===== config.mk =====
export PLATFORM = sky130hd
export DESIGN_NAME = in_chan_buffer_flat
export DESIGN_NICKNAME = d
export VERILOG_FILES = /design/src/rtl/in_chan_buffer_pkg.sv /design/src/rtl/in_chan_buffer_if.sv /design/src/rtl/fifo_sync.sv /design/src/rtl/in_chan_buffer.sv /design/src/flat_wrapper.sv
export SDC_FILE = /design/constraint.sdc
export NUM_CORES = 1
export LEC_CHECK = 0
export BUFFER_PORTS_ARGS = -buffer_cell sky130_fd_sc_hd__buf_4
export CELL_PAD_IN_SITES_DETAIL_PLACEMENT = 1
export CELL_PAD_IN_SITES_GLOBAL_PLACEMENT = 1
export CORE_MARGIN = 3
export CORE_UTILIZATION = 46
export DETAILED_ROUTE_END_ITERATION = 7
export PLACE_DENSITY_LB_ADDON = 0.12
export SLEW_MARGIN = 20
export SYNTH_ARGS = -nofsm -noshare
export SYNTH_HDL_FRONTEND = slang
export SYNTH_SLANG_ARGS = --single-unit

===== constraint.sdc =====
create_clock -name clk_i -period 2.33 [get_ports clk_i]
set_input_delay 0.1165 -clock clk_i [delete_from_list [all_inputs] [get_ports clk_i]]
set_output_delay 0.1165 -clock clk_i [all_outputs]
set_load 0.005 [all_outputs]

===== src/rtl/in_chan_buffer_pkg.sv =====
// Shared NoC definitions for the router input channel: flit ID codes,
// output port encoding and input-channel FSM state encoding.
package in_chan_buffer_pkg;

  typedef enum logic [1:0] {
    FLIT_INV  = 2'b00,
    FLIT_HEAD = 2'b01,
    FLIT_BODY = 2'b10,
    FLIT_TAIL = 2'b11
  } flit_id_e;

  typedef enum logic [2:0] {
    PORT_LOCAL = 3'd0,
    PORT_NORTH = 3'd1,
    PORT_EAST  = 3'd2,
    PORT_SOUTH = 3'd3,
    PORT_WEST  = 3'd4
  } port_e;

  typedef enum logic [1:0] {
    ST_IDLE   = 2'd0,
    ST_ROUTE  = 2'd1,
    ST_ACTIVE = 2'd2
  } state_e;

  // Width of a routed output port index for a 5-port router.
  localparam int unsigned PORT_IDX_W = 3;

endpackage


===== src/rtl/in_chan_buffer_if.sv =====
// Input-channel bus: upstream link (data_i/wr_en_i/rdy_o) and the
// allocator/crossbar side (head flit, routing result, grant, pop, error).
//   slave  : seen by in_chan_buffer
//   master : seen by the upstream link / allocator driving the buffer
interface in_chan_buffer_if
  import in_chan_buffer_pkg::*;
#(
  parameter int FLIT_W    = 8,
  parameter int FLIT_ID_W = 2,
  parameter int RES_W     = PORT_IDX_W
);
  logic [FLIT_W-1:0]    data_i;
  logic                 wr_en_i;
  logic                 rdy_o;
  logic [FLIT_W-1:0]    data_o;
  logic [FLIT_ID_W-1:0] flit_id_o;
  logic                 data_vld_o;
  logic [RES_W-1:0]     rtr_res_o;
  logic                 rtr_res_vld_o;
  logic                 chan_alloc_i;
  logic                 rd_en_i;
  logic                 err_o;

  modport slave (
    input  data_i, wr_en_i, chan_alloc_i, rd_en_i,
    output rdy_o, data_o, flit_id_o, data_vld_o, rtr_res_o, rtr_res_vld_o, err_o
  );

  modport master (
    output data_i, wr_en_i, chan_alloc_i, rd_en_i,
    input  rdy_o, data_o, flit_id_o, data_vld_o, rtr_res_o, rtr_res_vld_o, err_o
  );
endinterface


===== src/rtl/fifo_sync.sv =====
// Synchronous FIFO, 2^DEPTH_W entries, first-word fall-through read port.
// Ports: i_clk, i_rst (sync, active-high), i_wr_en/i_wr_data (write),
//        i_rd_en (pop), o_rd_data (head entry), o_full, o_empty.
// A write while full is accepted only when a pop happens in the same cycle.
module fifo_sync #(
  parameter int DATA_W  = 8,
  parameter int DEPTH_W = 2
) (
  input  logic              i_clk,
  input  logic              i_rst,
  input  logic              i_wr_en,
  input  logic [DATA_W-1:0] i_wr_data,
  input  logic              i_rd_en,
  output logic [DATA_W-1:0] o_rd_data,
  output logic              o_full,
  output logic              o_empty
);
  localparam int unsigned DEPTH = 1 << DEPTH_W;

  logic [DATA_W-1:0] r_mem [DEPTH];
  logic [DEPTH_W:0]  r_wr_ptr;
  logic [DEPTH_W:0]  r_rd_ptr;
  logic              w_wr;
  logic              w_rd;

  // Extra pointer MSB separates full (MSBs differ) from empty (equal).
  assign o_empty = (r_wr_ptr == r_rd_ptr);
  assign o_full  = (r_wr_ptr[DEPTH_W] != r_rd_ptr[DEPTH_W]) &&
                   (r_wr_ptr[DEPTH_W-1:0] == r_rd_ptr[DEPTH_W-1:0]);

  assign w_rd = i_rd_en && !o_empty;
  assign w_wr = i_wr_en && (!o_full || w_rd);

  always_ff @(posedge i_clk) begin
    if (i_rst) begin
      r_wr_ptr <= '0;
      r_rd_ptr <= '0;
    end else begin
      if (w_wr) r_wr_ptr <= r_wr_ptr + 1'b1;
      if (w_rd) r_rd_ptr <= r_rd_ptr + 1'b1;
    end
  end

  always_ff @(posedge i_clk) begin
    if (w_wr) r_mem[r_wr_ptr[DEPTH_W-1:0]] <= i_wr_data;
  end

  assign o_rd_data = r_mem[r_rd_ptr[DEPTH_W-1:0]];
endmodule


===== src/rtl/in_chan_buffer.sv =====
// Router input channel: flit FIFO plus packet FSM (IDLE/ROUTE/ACTIVE) with
// XY (column-first) route computation for the packet at the FIFO head.
// Ports: clk_i, rst_i (sync, active-high); bus (in_chan_buffer_if.slave):
//   data_i/wr_en_i/rdy_o upstream link, data_o/flit_id_o/data_vld_o head flit,
//   rtr_res_o/rtr_res_vld_o routed port, chan_alloc_i/rd_en_i pop, err_o.
module in_chan_buffer
  import in_chan_buffer_pkg::*;
#(
  parameter int FLIT_W         = 8,
  parameter int FLIT_ID_W      = 2,
  parameter int BUFFER_DEPTH_W = 2,
  parameter int ROW_CORD       = 0,
  parameter int COL_CORD       = 0,
  parameter int ROW_ADDR_W     = 2,
  parameter int COL_ADDR_W     = 2,
  parameter int OUT_M          = 5
) (
  input  logic             clk_i,
  input  logic             rst_i,
  in_chan_buffer_if.slave  bus
);
  localparam int unsigned RES_W = $clog2(OUT_M);
  localparam logic [ROW_ADDR_W-1:0] L_ROW = ROW_ADDR_W'(ROW_CORD);
  localparam logic [COL_ADDR_W-1:0] L_COL = COL_ADDR_W'(COL_CORD);

  state_e               r_state, w_state_nxt;
  logic [FLIT_W-1:0]    w_head;
  logic [FLIT_ID_W-1:0] w_id;
  logic                 w_full, w_empty, w_vld;
  logic                 w_is_head, w_is_tail;
  logic                 w_user_pop, w_drop, w_pop, w_wr, w_rdy;
  logic                 w_err, w_route_ld, w_done;
  logic [ROW_ADDR_W-1:0] w_drow;
  logic [COL_ADDR_W-1:0] w_dcol;
  logic [RES_W-1:0]     w_xy, r_res;
  logic                 r_res_vld;
  logic                 r_own_head;    // current packet's HEAD still queued
  logic                 r_hd_err_seen; // stray HEAD at head already reported

  fifo_sync #(.DATA_W(FLIT_W), .DEPTH_W(BUFFER_DEPTH_W)) u_fifo (
    .i_clk     (clk_i),
    .i_rst     (rst_i),
    .i_wr_en   (w_wr),
    .i_wr_data (bus.data_i),
    .i_rd_en   (w_pop),
    .o_rd_data (w_head),
    .o_full    (w_full),
    .o_empty   (w_empty)
  );

  assign w_vld      = !w_empty && !rst_i;
  assign w_id       = w_head[FLIT_W-1 -: FLIT_ID_W];
  assign w_is_head  = (w_id == FLIT_ID_W'(FLIT_HEAD));
  assign w_is_tail  = (w_id == FLIT_ID_W'(FLIT_TAIL));
  assign w_user_pop = (r_state == ST_ACTIVE) && bus.rd_en_i && bus.chan_alloc_i && w_vld;
  assign w_pop      = w_user_pop || w_drop;
  // A pop frees a slot this cycle, so a full FIFO can still take a write.
  assign w_rdy      = rst_i || !w_full || w_pop;
  assign w_wr       = bus.wr_en_i && w_rdy && !rst_i;

  assign w_dcol = w_head[COL_ADDR_W-1:0];
  assign w_drow = w_head[COL_ADDR_W +: ROW_ADDR_W];

  always_comb begin
    if      (w_dcol > L_COL) w_xy = RES_W'(PORT_EAST);
    else if (w_dcol < L_COL) w_xy = RES_W'(PORT_WEST);
    else if (w_drow > L_ROW) w_xy = RES_W'(PORT_SOUTH);
    else if (w_drow < L_ROW) w_xy = RES_W'(PORT_NORTH);
    else                     w_xy = RES_W'(PORT_LOCAL);
  end

  always_comb begin
    w_state_nxt = r_state;
    w_drop      = 1'b0;
    w_err       = 1'b0;
    w_route_ld  = 1'b0;
    w_done      = 1'b0;
    case (r_state)
      ST_IDLE: begin
        if (w_vld) begin
          if (w_is_head) begin
            w_state_nxt = ST_ROUTE;
          end else begin
            w_drop = 1'b1;
            w_err  = 1'b1;
          end
        end
      end
      ST_ROUTE: begin
        w_route_ld  = 1'b1;
        w_state_nxt = ST_ACTIVE;
      end
      ST_ACTIVE: begin
        // A HEAD other than the packet's own is forwarded as BODY.
        w_err = w_vld && w_is_head && !r_own_head && !r_hd_err_seen;
        if (w_user_pop && w_is_tail) begin
          w_done      = 1'b1;
          w_state_nxt = ST_IDLE;
        end
      end
      default: w_state_nxt = ST_IDLE;
    endcase
  end

  always_ff @(posedge clk_i) begin
    if (rst_i) begin
      r_state       <= ST_IDLE;
      r_res         <= '0;
      r_res_vld     <= 1'b0;
      r_own_head    <= 1'b0;
      r_hd_err_seen <= 1'b0;
    end else begin
      r_state       <= w_state_nxt;
      r_hd_err_seen <= (r_state == ST_ACTIVE) && w_vld && w_is_head &&
                       !r_own_head && !w_user_pop;
      if (w_route_ld) begin
        r_res      <= w_xy;
        r_res_vld  <= 1'b1;
        r_own_head <= 1'b1;
      end
      if (w_user_pop) r_own_head <= 1'b0;
      if (w_done)     r_res_vld  <= 1'b0;
    end
  end

  assign bus.rdy_o         = w_rdy;
  assign bus.data_o        = w_head;
  assign bus.flit_id_o     = w_id;
  assign bus.data_vld_o    = w_vld;
  assign bus.rtr_res_o     = rst_i ? '0 : r_res;
  assign bus.rtr_res_vld_o = r_res_vld && !rst_i;
  assign bus.err_o         = w_err;
endmodule


===== src/flat_wrapper.sv =====
// flat-port wrapper written by rule: the top's interface ports become plain ports
module in_chan_buffer_flat import in_chan_buffer_pkg::*;
#(
  parameter int FLIT_W         = 8,
  parameter int FLIT_ID_W      = 2,
  parameter int BUFFER_DEPTH_W = 2,
  parameter int ROW_CORD       = 0,
  parameter int COL_CORD       = 0,
  parameter int ROW_ADDR_W     = 2,
  parameter int COL_ADDR_W     = 2,
  parameter int OUT_M          = 5
)
  (clk_i, rst_i, bus_data_i, bus_wr_en_i, bus_chan_alloc_i, bus_rd_en_i, bus_rdy_o, bus_data_o, bus_flit_id_o, bus_data_vld_o, bus_rtr_res_o, bus_rtr_res_vld_o, bus_err_o);
  in_chan_buffer_if #(.FLIT_W(FLIT_W), .FLIT_ID_W(FLIT_ID_W), .RES_W(3)) bus_i ();
  input  logic clk_i;
  input  logic rst_i;
  input wire logic [$bits(bus_i.data_i)-1:0] bus_data_i;
  input wire logic [$bits(bus_i.wr_en_i)-1:0] bus_wr_en_i;
  input wire logic [$bits(bus_i.chan_alloc_i)-1:0] bus_chan_alloc_i;
  input wire logic [$bits(bus_i.rd_en_i)-1:0] bus_rd_en_i;
  output wire logic [$bits(bus_i.rdy_o)-1:0] bus_rdy_o;
  output wire logic [$bits(bus_i.data_o)-1:0] bus_data_o;
  output wire logic [$bits(bus_i.flit_id_o)-1:0] bus_flit_id_o;
  output wire logic [$bits(bus_i.data_vld_o)-1:0] bus_data_vld_o;
  output wire logic [$bits(bus_i.rtr_res_o)-1:0] bus_rtr_res_o;
  output wire logic [$bits(bus_i.rtr_res_vld_o)-1:0] bus_rtr_res_vld_o;
  output wire logic [$bits(bus_i.err_o)-1:0] bus_err_o;
  assign bus_i.data_i = bus_data_i;
  assign bus_i.wr_en_i = bus_wr_en_i;
  assign bus_i.chan_alloc_i = bus_chan_alloc_i;
  assign bus_i.rd_en_i = bus_rd_en_i;
  assign bus_rdy_o = bus_i.rdy_o;
  assign bus_data_o = bus_i.data_o;
  assign bus_flit_id_o = bus_i.flit_id_o;
  assign bus_data_vld_o = bus_i.data_vld_o;
  assign bus_rtr_res_o = bus_i.rtr_res_o;
  assign bus_rtr_res_vld_o = bus_i.rtr_res_vld_o;
  assign bus_err_o = bus_i.err_o;
  in_chan_buffer #(.FLIT_W(FLIT_W), .FLIT_ID_W(FLIT_ID_W), .BUFFER_DEPTH_W(BUFFER_DEPTH_W), .ROW_CORD(ROW_CORD), .COL_CORD(COL_CORD), .ROW_ADDR_W(ROW_ADDR_W), .COL_ADDR_W(COL_ADDR_W), .OUT_M(OUT_M)) u_core (.clk_i(clk_i), .rst_i(rst_i), .bus(bus_i));
endmodule

==> metrics.yaml <==
floorplan:
  start_util: 0.497
  core_region_area_mm2: 0.00417
  die_h_um: 73.1
  pin_count: 30
  row_count: 23
  die_x_um: 73.1
  dieArea_mm2: 0.00535
setup_path:
  cpMaxStageDelayCell: "mux4_2"
  crit_type: "flip-flop to output pin"
  cp.arrival_ns: 2.08
  critical_path.top_delay_family: "multiplexers"
  worstSetupStartpointType: "flip-flop"
  rrSetupSlack_ns: 0.20
  path_cells: "mux4_2, nand2b_4, nor4b_1, o21a_1, buf_4"
  crit_required_ns: 2.21
  cp_num_buf_inv: 1
  crit_path_max_incr_delay_ns: 0.60
  end_kind: "output pin"
  reg2reg_depth: 4
  cp_max_fo: 6
  worst-path-stages: 5
yosys:
  synth_largest_area_cell: "edfxtp_1"
  synth_edf_count: 32
  synth_cells: 145
  synth_area_leaders: "edfxtp_1 (46%), dfxtp_1 (14%), mux4_2 (8.7%), ha_1 (3.0%), nor2b_1 (2.4%)"
  syn_avg_cell_area_um2: 14.3
  ys_async_sr_fraction: 0
  ys_ff_latch: 47
  yosysSeqAreaShare: 0.608
  ys_types: 40
  synth_area_mm2: 0.00207
  synthTopCellsByCount: "edfxtp_1 (32), dfxtp_1 (15), nor2_1 (11)"
  syn_nets: 163
  yosysWarnings: 0
  yosys.area.top_type_share: 0.463
  synth_flop_cell: "edfxtp_1"
  yosysMostFrequentCell: "edfxtp_1"
cells_and_area:
  fill_cells: 419
  drive_gt1_frac: 0.333
  layout.nets: 194
  post-route-util: 0.583
  n_antenna_cell: 0
  finalNonFillerCells: 227
  area_growth_pct: 17.3
power_and_ir_drop:
  cellPowerDensity_mw_per_mm2: 1120
  cellLeakagePower_nw: 0.949
  max-vdd-ir-drop_mv: 0.628
detailed_routing:
  vias: 1335
  firstDrtPassIters: 4
  routed_wl_um: 4800
  avgViaCountPerCell: 5.88
  drtIter0Drc: 44
  wl_per_cell_um: 21.1
  drc: 0
  detail-route-antenna-nets: 0
clocking:
  tritoncts: "done"
  h-tree-depth: 2
  path_clk_slew_ns: 0.09
  ctsResizeCount: 0
  clock_sinks: 47
  clk-insertion-delay-late_ns: 0.30
  cts_buffers: 5
  clockBufferDepth: 2
  post-cts-setup-buffers: 0
  ctsHoldBuffers: 0
  clockRootBuffer: "clkbuf_8"
global_route:
  grt_pass1_wl_um: 7580
  use_met1: 0.275
  grt_max_degree: 17
  use_met2: 0.305
  met3_usage: 0.0482
  grt.busiest_layer: "met2"
  grt_pass1_vias: 1405
  grt_antenna_before_repair: 0
  globalRouteOverflowTotal: 0
  grt_usage: 0.196
sta:
  worstMarginPinSlew_ns: 0.740
  maxSlewViolCount: 0
  tns_ns: 0
  rsz0062_at_grt: "false"
  maxSlewHeadroom: 0.502
  skew_ns: 0.00851
  setup_viol: 0
  period_needed_ns: 2.19
  fin_hold_ws_ns: 0.0214
  final-hold-violation-count: 0
  fmax_ghz: 0.456
  fin_crit_sh: 0.941
place:
  gp_congestion: 0.782
  hpwl_um: 3720
  place_inst: 219
  port_buffers: 28
worst_hold_path:
  hp-class: "primary input to flip-flop"
  hp-start: "bus_data_i[5]"
  hold_depth: 1
job:
  drv_cap: 0
outcome:
  status: "completed"
## path summary, 6_finish.rpt
kind | to
worst max register to register | u_core.u_fifo.r_mem[1][3]
worst min register to register | u_core.r_res_vld
worst max-delay path | bus_err_o
worst min-delay path | u_core.u_fifo.r_mem[2][5]
## layout make-up
type                    count  area (um2)  share of cell area
flip-flops and latches     47        1260               0.519
multi-input cells          84         749               0.308
repair buffers             33         248               0.102
clock buffers               5        68.8              0.0283
well taps                  50        62.6              0.0257
clock inverters             3        22.5             0.00926
inverters                   5        18.8             0.00772
## cells by family (layout without fill, tap and decap cells)
kind of cell	count (synthesis)	after routing	share of synthesized area
compound gates	21	21	0.0779
xor+xnor	6	6	0.0254
fa+ha+maj	5	5	0.0302
buf+inv	14	46	0.0344
flops	47	47	0.608
mux	13	13	0.116
other cells	1	1	0.00181
simple gates	38	38	0.106
## worst reg2reg max path, delay by kind of cell, from the launching register on
family | cells | cell delay, ns
simple gates | 2 | 0.55
mux | 1 | 0.54
flops | 1 | 0.43
compound gates | 1 | 0.29
## metrics by stage
step,power [mW],instance area [um2],setup WS (ns)
floorplan,1.79,2070,0.226
global placement,2.16,2330,0.202
detailed placement,2.23,2330,0.0478
CTS,2.73,2420,0.0397
global route,2.89,2430,0.0158
finish,2.71,2430,0.137
## sequential cells by signal, indices dropped and copies added, names as in the netlist, named ones only
name / count
u_core.u_fifo.r_mem: 32
u_core.u_fifo.r_rd_ptr: 3
u_core.u_fifo.r_wr_ptr: 3
u_core.r_res: 2
u_core.r_state: 2
u_core.r_hd_err_seen: 1
u_core.r_own_head: 1
u_core.r_res_vld: 1
## placed cells by master (no fill, tap or decap), types with 2 or more instances in the layout
cell,synthesis,routed
xnor2_1,3,3
nor3b_1,2,2
mux2i_1,2,2
dfxtp_1,15,15
xor2_1,3,3
buf_4,3,33
ha_1,5,5
and3_2,0,4
nor2b_1,8,8
a21oi_1,3,2
o21ai_0,2,2
mux4_2,8,8
nor2_1,11,11
o31ai_1,4,4
clkbuf_8,0,5
o21a_1,2,2
edfxtp_1,32,32
a41o_1,2,2
mux2_4,2,2
a41oi_1,2,2
nand2_1,4,4
inv_1,5,5
## power breakdown
group          switching [mW]  internal (mW)
clock network           0.282          0.215
registers               0.121           1.03
logic                   0.539          0.525
## routing by layer
layer  wire length, um  share of wire
met5                 0              0
met4                22         0.0046
met3               228          0.048
met2              2290           0.48
met1              2260           0.47
(Power assumes the default switching activity.)
